--- src/rtl/ex_muldiv_pkg.sv ---
`default_nettype none
`timescale 1ns/1ps
// ============================================================================
// Module   : ex_muldiv_pkg
// Brief    : Operation/result-class encodings and divider state type for EX.
// Revision : 1.0 - initial release
// ============================================================================
package ex_muldiv_pkg;

    localparam logic c_reset_enable = 1'b1;

    // aluop encodings
    localparam logic [7:0] c_op_nop   = 8'b0000_0000;
    localparam logic [7:0] c_op_and   = 8'b0010_0100;
    localparam logic [7:0] c_op_or    = 8'b0010_0101;
    localparam logic [7:0] c_op_xor   = 8'b0010_0110;
    localparam logic [7:0] c_op_nor   = 8'b0010_0111;
    localparam logic [7:0] c_op_sll   = 8'b0111_1100;
    localparam logic [7:0] c_op_srl   = 8'b0000_0010;
    localparam logic [7:0] c_op_sra   = 8'b0000_0011;
    localparam logic [7:0] c_op_add   = 8'b0010_0000;
    localparam logic [7:0] c_op_sub   = 8'b0010_0010;
    localparam logic [7:0] c_op_slt   = 8'b0010_1010;
    localparam logic [7:0] c_op_sltu  = 8'b0010_1011;
    localparam logic [7:0] c_op_mfhi  = 8'b0001_0000;
    localparam logic [7:0] c_op_mthi  = 8'b0001_0001;
    localparam logic [7:0] c_op_mflo  = 8'b0001_0010;
    localparam logic [7:0] c_op_mtlo  = 8'b0001_0011;
    localparam logic [7:0] c_op_mult  = 8'b0001_1000;
    localparam logic [7:0] c_op_multu = 8'b0001_1001;
    localparam logic [7:0] c_op_div   = 8'b0001_1010;
    localparam logic [7:0] c_op_divu  = 8'b0001_1011;

    // alusel result classes
    localparam logic [2:0] c_sel_nop   = 3'b000;
    localparam logic [2:0] c_sel_logic = 3'b001;
    localparam logic [2:0] c_sel_shift = 3'b010;
    localparam logic [2:0] c_sel_move  = 3'b011;
    localparam logic [2:0] c_sel_arith = 3'b100;

    typedef enum logic [1:0] {
        DIV_IDLE = 2'd0,
        DIV_CALC = 2'd1,
        DIV_DONE = 2'd2
    } div_state_e;

endpackage
`default_nettype wire

--- src/rtl/ex_muldiv_div_seq.sv ---
`default_nettype none
`timescale 1ns/1ps
// ============================================================================
// Module   : div_seq
// Brief    : Iterative radix-2 restoring divider, one quotient bit per cycle.
// Revision : 1.0 - initial release
// ============================================================================
module div_seq
    import ex_muldiv_pkg::*;
#(
    parameter int DATA_W = 32
) (
    input  logic              clk,
    input  logic              rst,
    input  logic              start_i,
    input  logic              annul_i,
    input  logic              signed_i,
    input  logic [DATA_W-1:0] dividend_i,
    input  logic [DATA_W-1:0] divisor_i,
    output logic              ready_o,
    output logic [DATA_W-1:0] quotient_o,
    output logic [DATA_W-1:0] remainder_o
);

    localparam int CW = $clog2(DATA_W) + 1;

    div_state_e        r_state;
    div_state_e        w_state_nxt;
    logic [CW-1:0]     r_cnt;
    logic [DATA_W-1:0] r_quo;
    logic [DATA_W-1:0] r_rem;
    logic [DATA_W-1:0] r_dvs;
    logic              r_neg_q;
    logic              r_neg_r;
    logic [DATA_W-1:0] w_abs_a;
    logic [DATA_W-1:0] w_abs_b;
    logic [DATA_W:0]   w_shift;
    logic [DATA_W:0]   w_diff;
    logic              w_dvs_zero;

    assign w_abs_a    = (signed_i && dividend_i[DATA_W-1]) ? -dividend_i : dividend_i;
    assign w_abs_b    = (signed_i && divisor_i[DATA_W-1])  ? -divisor_i  : divisor_i;
    assign w_dvs_zero = (divisor_i == '0);

    // The dividend register doubles as the quotient: its MSB shifts into the
    // partial remainder while the new quotient bit enters at the LSB.
    assign w_shift = {r_rem, r_quo[DATA_W-1]};
    assign w_diff  = w_shift - {1'b0, r_dvs};

    always_comb begin
        w_state_nxt = r_state;
        case (r_state)
            DIV_IDLE: if (start_i) w_state_nxt = w_dvs_zero ? DIV_DONE : DIV_CALC;
            DIV_CALC: if (r_cnt == CW'(DATA_W - 1)) w_state_nxt = DIV_DONE;
            DIV_DONE: w_state_nxt = DIV_IDLE;
            default:  w_state_nxt = DIV_IDLE;
        endcase
        if (annul_i) w_state_nxt = DIV_IDLE;
    end

    always_ff @(posedge clk) begin
        if (rst == c_reset_enable) r_state <= DIV_IDLE;
        else                       r_state <= w_state_nxt;
    end

    always_ff @(posedge clk) begin
        if (rst == c_reset_enable) begin
            r_cnt   <= '0;
            r_quo   <= '0;
            r_rem   <= '0;
            r_dvs   <= '0;
            r_neg_q <= 1'b0;
            r_neg_r <= 1'b0;
        end else if (r_state == DIV_IDLE && start_i && !annul_i) begin
            r_cnt   <= '0;
            r_rem   <= '0;
            r_quo   <= w_dvs_zero ? '0 : w_abs_a;
            r_dvs   <= w_abs_b;
            r_neg_q <= !w_dvs_zero && signed_i && (dividend_i[DATA_W-1] ^ divisor_i[DATA_W-1]);
            r_neg_r <= !w_dvs_zero && signed_i && dividend_i[DATA_W-1];
        end else if (r_state == DIV_CALC && !annul_i) begin
            r_cnt <= r_cnt + CW'(1);
            if (!w_diff[DATA_W]) begin
                r_rem <= w_diff[DATA_W-1:0];
                r_quo <= {r_quo[DATA_W-2:0], 1'b1};
            end else begin
                r_rem <= w_shift[DATA_W-1:0];
                r_quo <= {r_quo[DATA_W-2:0], 1'b0};
            end
        end
    end

    assign ready_o     = (r_state == DIV_DONE);
    assign quotient_o  = r_neg_q ? -r_quo : r_quo;
    assign remainder_o = r_neg_r ? -r_rem : r_rem;

endmodule
`default_nettype wire

--- src/rtl/ex_muldiv.sv ---
`default_nettype none
`timescale 1ns/1ps
// ============================================================================
// Module   : ex_muldiv
// Brief    : Execute stage: logic/shift/arith/move results, MULT and iterative DIV.
// Revision : 1.0 - initial release
// ============================================================================
module ex_muldiv
    import ex_muldiv_pkg::*;
#(
    parameter int DATA_W = 32,
    parameter int REG_AW = 5,
    parameter int OP_W   = 8,
    parameter int SEL_W  = 3
) (
    input  logic              clk,
    input  logic              rst,
    input  logic [OP_W-1:0]   aluop_i,
    input  logic [SEL_W-1:0]  alusel_i,
    input  logic [DATA_W-1:0] reg1_i,
    input  logic [DATA_W-1:0] reg2_i,
    input  logic [REG_AW-1:0] wd_i,
    input  logic              wreg_i,
    input  logic [DATA_W-1:0] hi_i,
    input  logic [DATA_W-1:0] lo_i,
    input  logic              flush_i,
    output logic [DATA_W-1:0] wdata_o,
    output logic [REG_AW-1:0] wd_o,
    output logic              wreg_o,
    output logic              whilo_o,
    output logic [DATA_W-1:0] hi_o,
    output logic [DATA_W-1:0] lo_o,
    output logic              stallreq_o
);

    localparam int SH_W = $clog2(DATA_W);

    logic                w_op_div;
    logic                w_op_divu;
    logic                w_is_div;
    logic                w_op_mult;
    logic                w_op_multu;
    logic                w_div_ready;
    logic [DATA_W-1:0]   w_quo;
    logic [DATA_W-1:0]   w_rem;
    logic [SH_W-1:0]     w_shamt;
    logic [2*DATA_W-1:0] w_mul_a;
    logic [2*DATA_W-1:0] w_mul_b;
    logic [2*DATA_W-1:0] w_prod;
    logic [DATA_W-1:0]   w_logic_res;
    logic [DATA_W-1:0]   w_shift_res;
    logic [DATA_W-1:0]   w_arith_res;
    logic [DATA_W-1:0]   w_move_res;

    assign w_op_div   = (aluop_i == OP_W'(c_op_div));
    assign w_op_divu  = (aluop_i == OP_W'(c_op_divu));
    assign w_is_div   = w_op_div | w_op_divu;
    assign w_op_mult  = (aluop_i == OP_W'(c_op_mult));
    assign w_op_multu = (aluop_i == OP_W'(c_op_multu));
    assign w_shamt    = reg1_i[SH_W-1:0];

    // One 2W-bit multiplier serves both MULT and MULTU: sign-extending the
    // operands for MULT makes the low 2W bits the signed product.
    assign w_mul_a = {{DATA_W{w_op_mult & reg1_i[DATA_W-1]}}, reg1_i};
    assign w_mul_b = {{DATA_W{w_op_mult & reg2_i[DATA_W-1]}}, reg2_i};
    assign w_prod  = w_mul_a * w_mul_b;

    div_seq #(
        .DATA_W (DATA_W)
    ) u_div_seq (
        .clk         (clk),
        .rst         (rst),
        .start_i     (w_is_div & ~flush_i),
        .annul_i     (flush_i),
        .signed_i    (w_op_div),
        .dividend_i  (reg1_i),
        .divisor_i   (reg2_i),
        .ready_o     (w_div_ready),
        .quotient_o  (w_quo),
        .remainder_o (w_rem)
    );

    always_comb begin
        w_logic_res = '0;
        w_shift_res = '0;
        w_arith_res = '0;
        w_move_res  = '0;
        case (aluop_i)
            OP_W'(c_op_or):   w_logic_res = reg1_i | reg2_i;
            OP_W'(c_op_and):  w_logic_res = reg1_i & reg2_i;
            OP_W'(c_op_xor):  w_logic_res = reg1_i ^ reg2_i;
            OP_W'(c_op_nor):  w_logic_res = ~(reg1_i | reg2_i);
            OP_W'(c_op_sll):  w_shift_res = reg2_i << w_shamt;
            OP_W'(c_op_srl):  w_shift_res = reg2_i >> w_shamt;
            OP_W'(c_op_sra):  w_shift_res = $signed(reg2_i) >>> w_shamt;
            OP_W'(c_op_add):  w_arith_res = reg1_i + reg2_i;
            OP_W'(c_op_sub):  w_arith_res = reg1_i - reg2_i;
            OP_W'(c_op_slt):  w_arith_res = {{(DATA_W-1){1'b0}}, ($signed(reg1_i) < $signed(reg2_i))};
            OP_W'(c_op_sltu): w_arith_res = {{(DATA_W-1){1'b0}}, (reg1_i < reg2_i)};
            OP_W'(c_op_mfhi): w_move_res  = hi_i;
            OP_W'(c_op_mflo): w_move_res  = lo_i;
            default: ;
        endcase
    end

    always_comb begin
        wdata_o    = '0;
        wd_o       = '0;
        wreg_o     = 1'b0;
        whilo_o    = 1'b0;
        hi_o       = '0;
        lo_o       = '0;
        stallreq_o = 1'b0;
        if (rst != c_reset_enable) begin
            wd_o   = wd_i;
            wreg_o = wreg_i;
            case (alusel_i)
                SEL_W'(c_sel_logic): wdata_o = w_logic_res;
                SEL_W'(c_sel_shift): wdata_o = w_shift_res;
                SEL_W'(c_sel_arith): wdata_o = w_arith_res;
                SEL_W'(c_sel_move):  wdata_o = w_move_res;
                default:             wdata_o = '0;
            endcase
            if (aluop_i == OP_W'(c_op_mthi)) begin
                whilo_o = 1'b1;
                hi_o    = reg1_i;
                lo_o    = lo_i;
            end else if (aluop_i == OP_W'(c_op_mtlo)) begin
                whilo_o = 1'b1;
                hi_o    = hi_i;
                lo_o    = reg1_i;
            end else if (w_op_mult || w_op_multu) begin
                whilo_o = 1'b1;
                {hi_o, lo_o} = w_prod;
            end else if (w_is_div && w_div_ready) begin
                whilo_o = 1'b1;
                hi_o    = w_rem;
                lo_o    = w_quo;
            end
            // An annulled instruction must never reach HI/LO or hold the pipe.
            if (flush_i) whilo_o = 1'b0;
            stallreq_o = w_is_div & ~w_div_ready & ~flush_i;
        end
    end

endmodule
`default_nettype wire

--- config.mk ---
export PLATFORM = sky130hd
export DESIGN_NAME = ex_muldiv
export DESIGN_NICKNAME = d
export VERILOG_FILES = /design/src/rtl/ex_muldiv_pkg.sv /design/src/rtl/ex_muldiv_div_seq.sv /design/src/rtl/ex_muldiv.sv
export SDC_FILE = /design/constraint.sdc
export NUM_CORES = 2
export LEC_CHECK = 0
export CAP_MARGIN = 25
export CORE_MARGIN = 3
export CORE_UTILIZATION = 45
export DETAILED_ROUTE_END_ITERATION = 16
export PLACE_DENSITY = 0.64
export SLEW_MARGIN = 0
export SYNTH_ARGS = -nofsm -noshare
export SYNTH_HDL_FRONTEND = slang
export SYNTH_HIERARCHICAL = 1
export SYNTH_SLANG_ARGS = --single-unit
--- constraint.sdc ---
create_clock -name clk -period 19.2 [get_ports clk]
set_input_delay 2.88 -clock clk [delete_from_list [all_inputs] [get_ports clk]]
set_output_delay 2.88 -clock clk [all_outputs]
set_load 0.01 [all_outputs]
==> metrics.md <==
| Metric | Value |
|---|---|
| GR Util All Layers | between 40 and 50% |
| Slew margin rel. | about a fifth |
| Post-DR vias/cell | approximately 6.2 |
| Skew-Pair Late Insertion Delay | approximately 0.38 ns |
| CTS tree | built |
| Setup CP Type | primary input to output port |
| Port buffer count | approximately 250 |
| Crit path largest cell delay | around 0.9 ns |
| CP delay by family, top | adder cells |
| Cell Rows | 130 |
| Cts repair resizes | 0 |
| Hold Buf Count CTS | 0 |
| GPL Wtd Cong | around 1.1 |
| Detail Route Antenna Nets | 0 |
| Hold endpoint | u_div_seq/r_dvs[31] |
| Total CTS buffers | 9 |
| Register bit total from synthesis | ~110 |
| RSZ-0062 raised after global routing | no |
| Reg2reg setup slack | 15.17 ns |
| Final clock skew | around 0.013 ns |
| CP max-delay cell | nor3_2 |
| RR Startpoint | u_div_seq/r_quo[31] |
| Hold_sp | u_div_seq/r_dvs[31] |
| Slew Viols, Final | 0 |
| Clk pin slew, worst setup/hold paths | 0.08 ns |
| Setup_tns | 0 ns |
| Worst r2r path cells | 11 |
| Routed vias | 55200 |
| Worst min-delay path class | flop to flop |
| Buffer and inverter count on the worst path | 6 |
| Setup Viol. Count Final | 0 |
| Final hold viol count | 0 |
| Longest Clk Path Bufs | 2 |
| Initial DRC Count | around 7900 |
| I/O pin cnt | 252 |
| Worst Hold Depth | 2 |
| Nets | a little under 9000 |
| Routed WL | ~270000 µm |
| GRT Residual Overflow | 0 |
| Cells after Synth | just over 7000 |
| Mapped Area | around 57000 µm² |
| Clk sinks | around 110 |
| Number of global-route vias before repair | about 54000 |
| Worst setup SP type | primary input |
| Shortest period the worst path allows | around 18 ns |
| Post-CTS Setup Bufs | 0 |
| Worst-Margin Slew | between 1 and 1.5 ns |
| Synth Net Count | roughly 8800 |
| Sequential area share after synthesis | under 10% |
| Die height | roughly 360 µm |
| YS warnings | 6 |
| CP required | 16.32 ns |
| DR pass1 iterations | 8 |
| Fill cell count | 12500 |
| Cells after DPL | a little under 9000 |
| Commonest cells after routing, fill and taps aside | inv_1 (1288), fa_1 (1128), nand2_1 (1075) |
| Syn-to-layout area delta | 7.21% |
| CTS root buf | clkbuf_16 |
| Critical path endpoint category | output port |
| Max Clk Rate | 55.2 MHz |
| Starting density of the core | 45.5% |
| Chip Width | between 300 and 400 µm |
| H-tree depth | 3 |
| Critical path peak fanout | 13 |
| R2r endpoint | u_div_seq/r_rem[12] |
| Max-Cap Viols | 0 |
| Share of cells above drive strength 1 | 4.97% |
| Largest net degree at the start of global routing | approximately 110 |
| Number of flops mapped to enable cells by yosys | 0 |
| DRC | 0 |
| Die Footprint | approximately 130000 µm² |
| DR WL/cell | just over 30 µm |
| CORE AREA | approximately 130000 µm² |
| FFs w/ async S/R, synth | 0% |
| Post-Layout Cell Count | around 9000 |
| Data arrival, critical path | 15.25 ns |
| Cell variety after synth | about 110 |
| Antenna violations before repair | 26 |
| Most frequent CP cell | fa_1 |
| First-pass GRT wire length | around 400000 µm |
| Syn avg cell area | 7.93 µm² |
| Most common cell after layout, fill and taps aside | inv_1 |
| Final period utilization | 94.4% |
| Outcome | finished, final reports clean |
| Detail Placement HPWL | around 220000 µm |
| Top FF cell, synth | dfxtp_1 |
[per-stage QoR]
| step | worst slack (ns) | hold slack (ns) | cell area (µm²) | utilization, % |
|---|---|---|---|---|
| after floorplan | 4.39 | 0.429 | 57200 | - |
| after CTS | 1.23 | 0.459 | 61300 | 48.7 |
| final | 1.07 | 0.459 | 61400 | 48.7 |
| after detailed placement | 1.24 | 0.448 | 61000 | 48.4 |
| after global routing | 0.532 | 0.491 | 61300 | 48.7 |
| after global placement | 1.38 | 0.443 | 61000 | 48.4 |
[worst reg2reg max path, cell delays in order, from the launching register on]
cell and delay (ns):
dfxtp_1 0.50, inv_1 0.09, ha_1 0.25, fa_1 0.40
nand2b_1 0.19, a21o_1 0.20, a211oi_1 0.57, o21ai_1 0.16
a21oi_1 0.72, nor2_4 0.38, mux2i_1 0.23, a211oi_1 0.27
[worst max-delay path by stage]
stage          endpoint  slack, ns        from  cells past startpoint
6_report       hi_o[17]       1.07  aluop_i[5]                     30
5_1_grt        hi_o[29]       0.53  aluop_i[5]                     33
4_1_cts        hi_o[29]       1.23  aluop_i[5]                     33
3_5_place_dp   hi_o[29]       1.24  aluop_i[5]                     33
3_3_place_gp   hi_o[29]       1.38  aluop_i[5]                     33
2_1_floorplan  hi_o[29]       4.39  aluop_i[7]                     31
[metal layers]
metal	GRT usage, %	part of all wire [%]
met5	0	0.051
met4	23.9	7.5
met3	12.4	14
met1	54.9	38
met2	58.5	41
[cell type report]
cell class	count	area [µm²]	share of cell area, %
clock inverter	6	96.3	0.157
sequential	106	2120	3.46
antenna	11	27.5	0.0449
clock buffer	10	239	0.389
multi-input combinational	5327	48400	78.9
tap	1650	2060	3.36
timing repair buffer	407	3500	5.70
inverter	1313	4930	8.03
[synthesized netlist by cell type (28+ instances only)]
cell type,n,area (µm²)
buf_1,58,218
buf_2,36,180
dfxtp_1,106,2120
a211oi_1,68,510
a222oi_1,33,330
a21boi_0,28,210
and2_1,28,175
nand2b_1,40,250
a311oi_1,29,254
a22oi_1,36,270
xor2_1,62,543
a21oi_1,347,1740
clkbuf_1,364,1370
nand2_1,1076,4040
nor3_1,80,400
o31ai_1,32,240
nor4_1,35,219
ha_1,345,4320
a31oi_1,34,213
inv_1,1291,4850
nor2_1,696,2610
mux2i_1,76,761
nand3_1,59,295
fa_1,1128,22600
o21ai_0,325,1630
a21o_1,52,390
xnor2_1,158,1380
o21bai_1,34,255
o22ai_1,55,344
o211ai_1,37,278
[flip-flops by register name, indices dropped and copies added, names as in the netlist]
signal,cells
u_div_seq/r_neg_q,1
u_div_seq/r_rem,32
u_div_seq/r_state,2
u_div_seq/r_dvs,32
u_div_seq/r_cnt,6
u_div_seq/r_quo,32
u_div_seq/r_neg_r,1
[kinds of logic after synthesis]
kind of cell,after synthesis,share of synthesized area [%]
flip-flops,106,3.71
buffers and inverters,1783,11.8
AO/OA/AOI/OAI,1336,15.2
multiplexers,121,2.75
adder cells (fa/ha/maj),1473,47.0
XOR/XNOR,220,3.37
AND/OR/NAND/NOR,2177,16.1
Power is left out: the tool's default activity adds up to more than one toggle a clock period on the data nets, which glitch-free logic cannot reach.
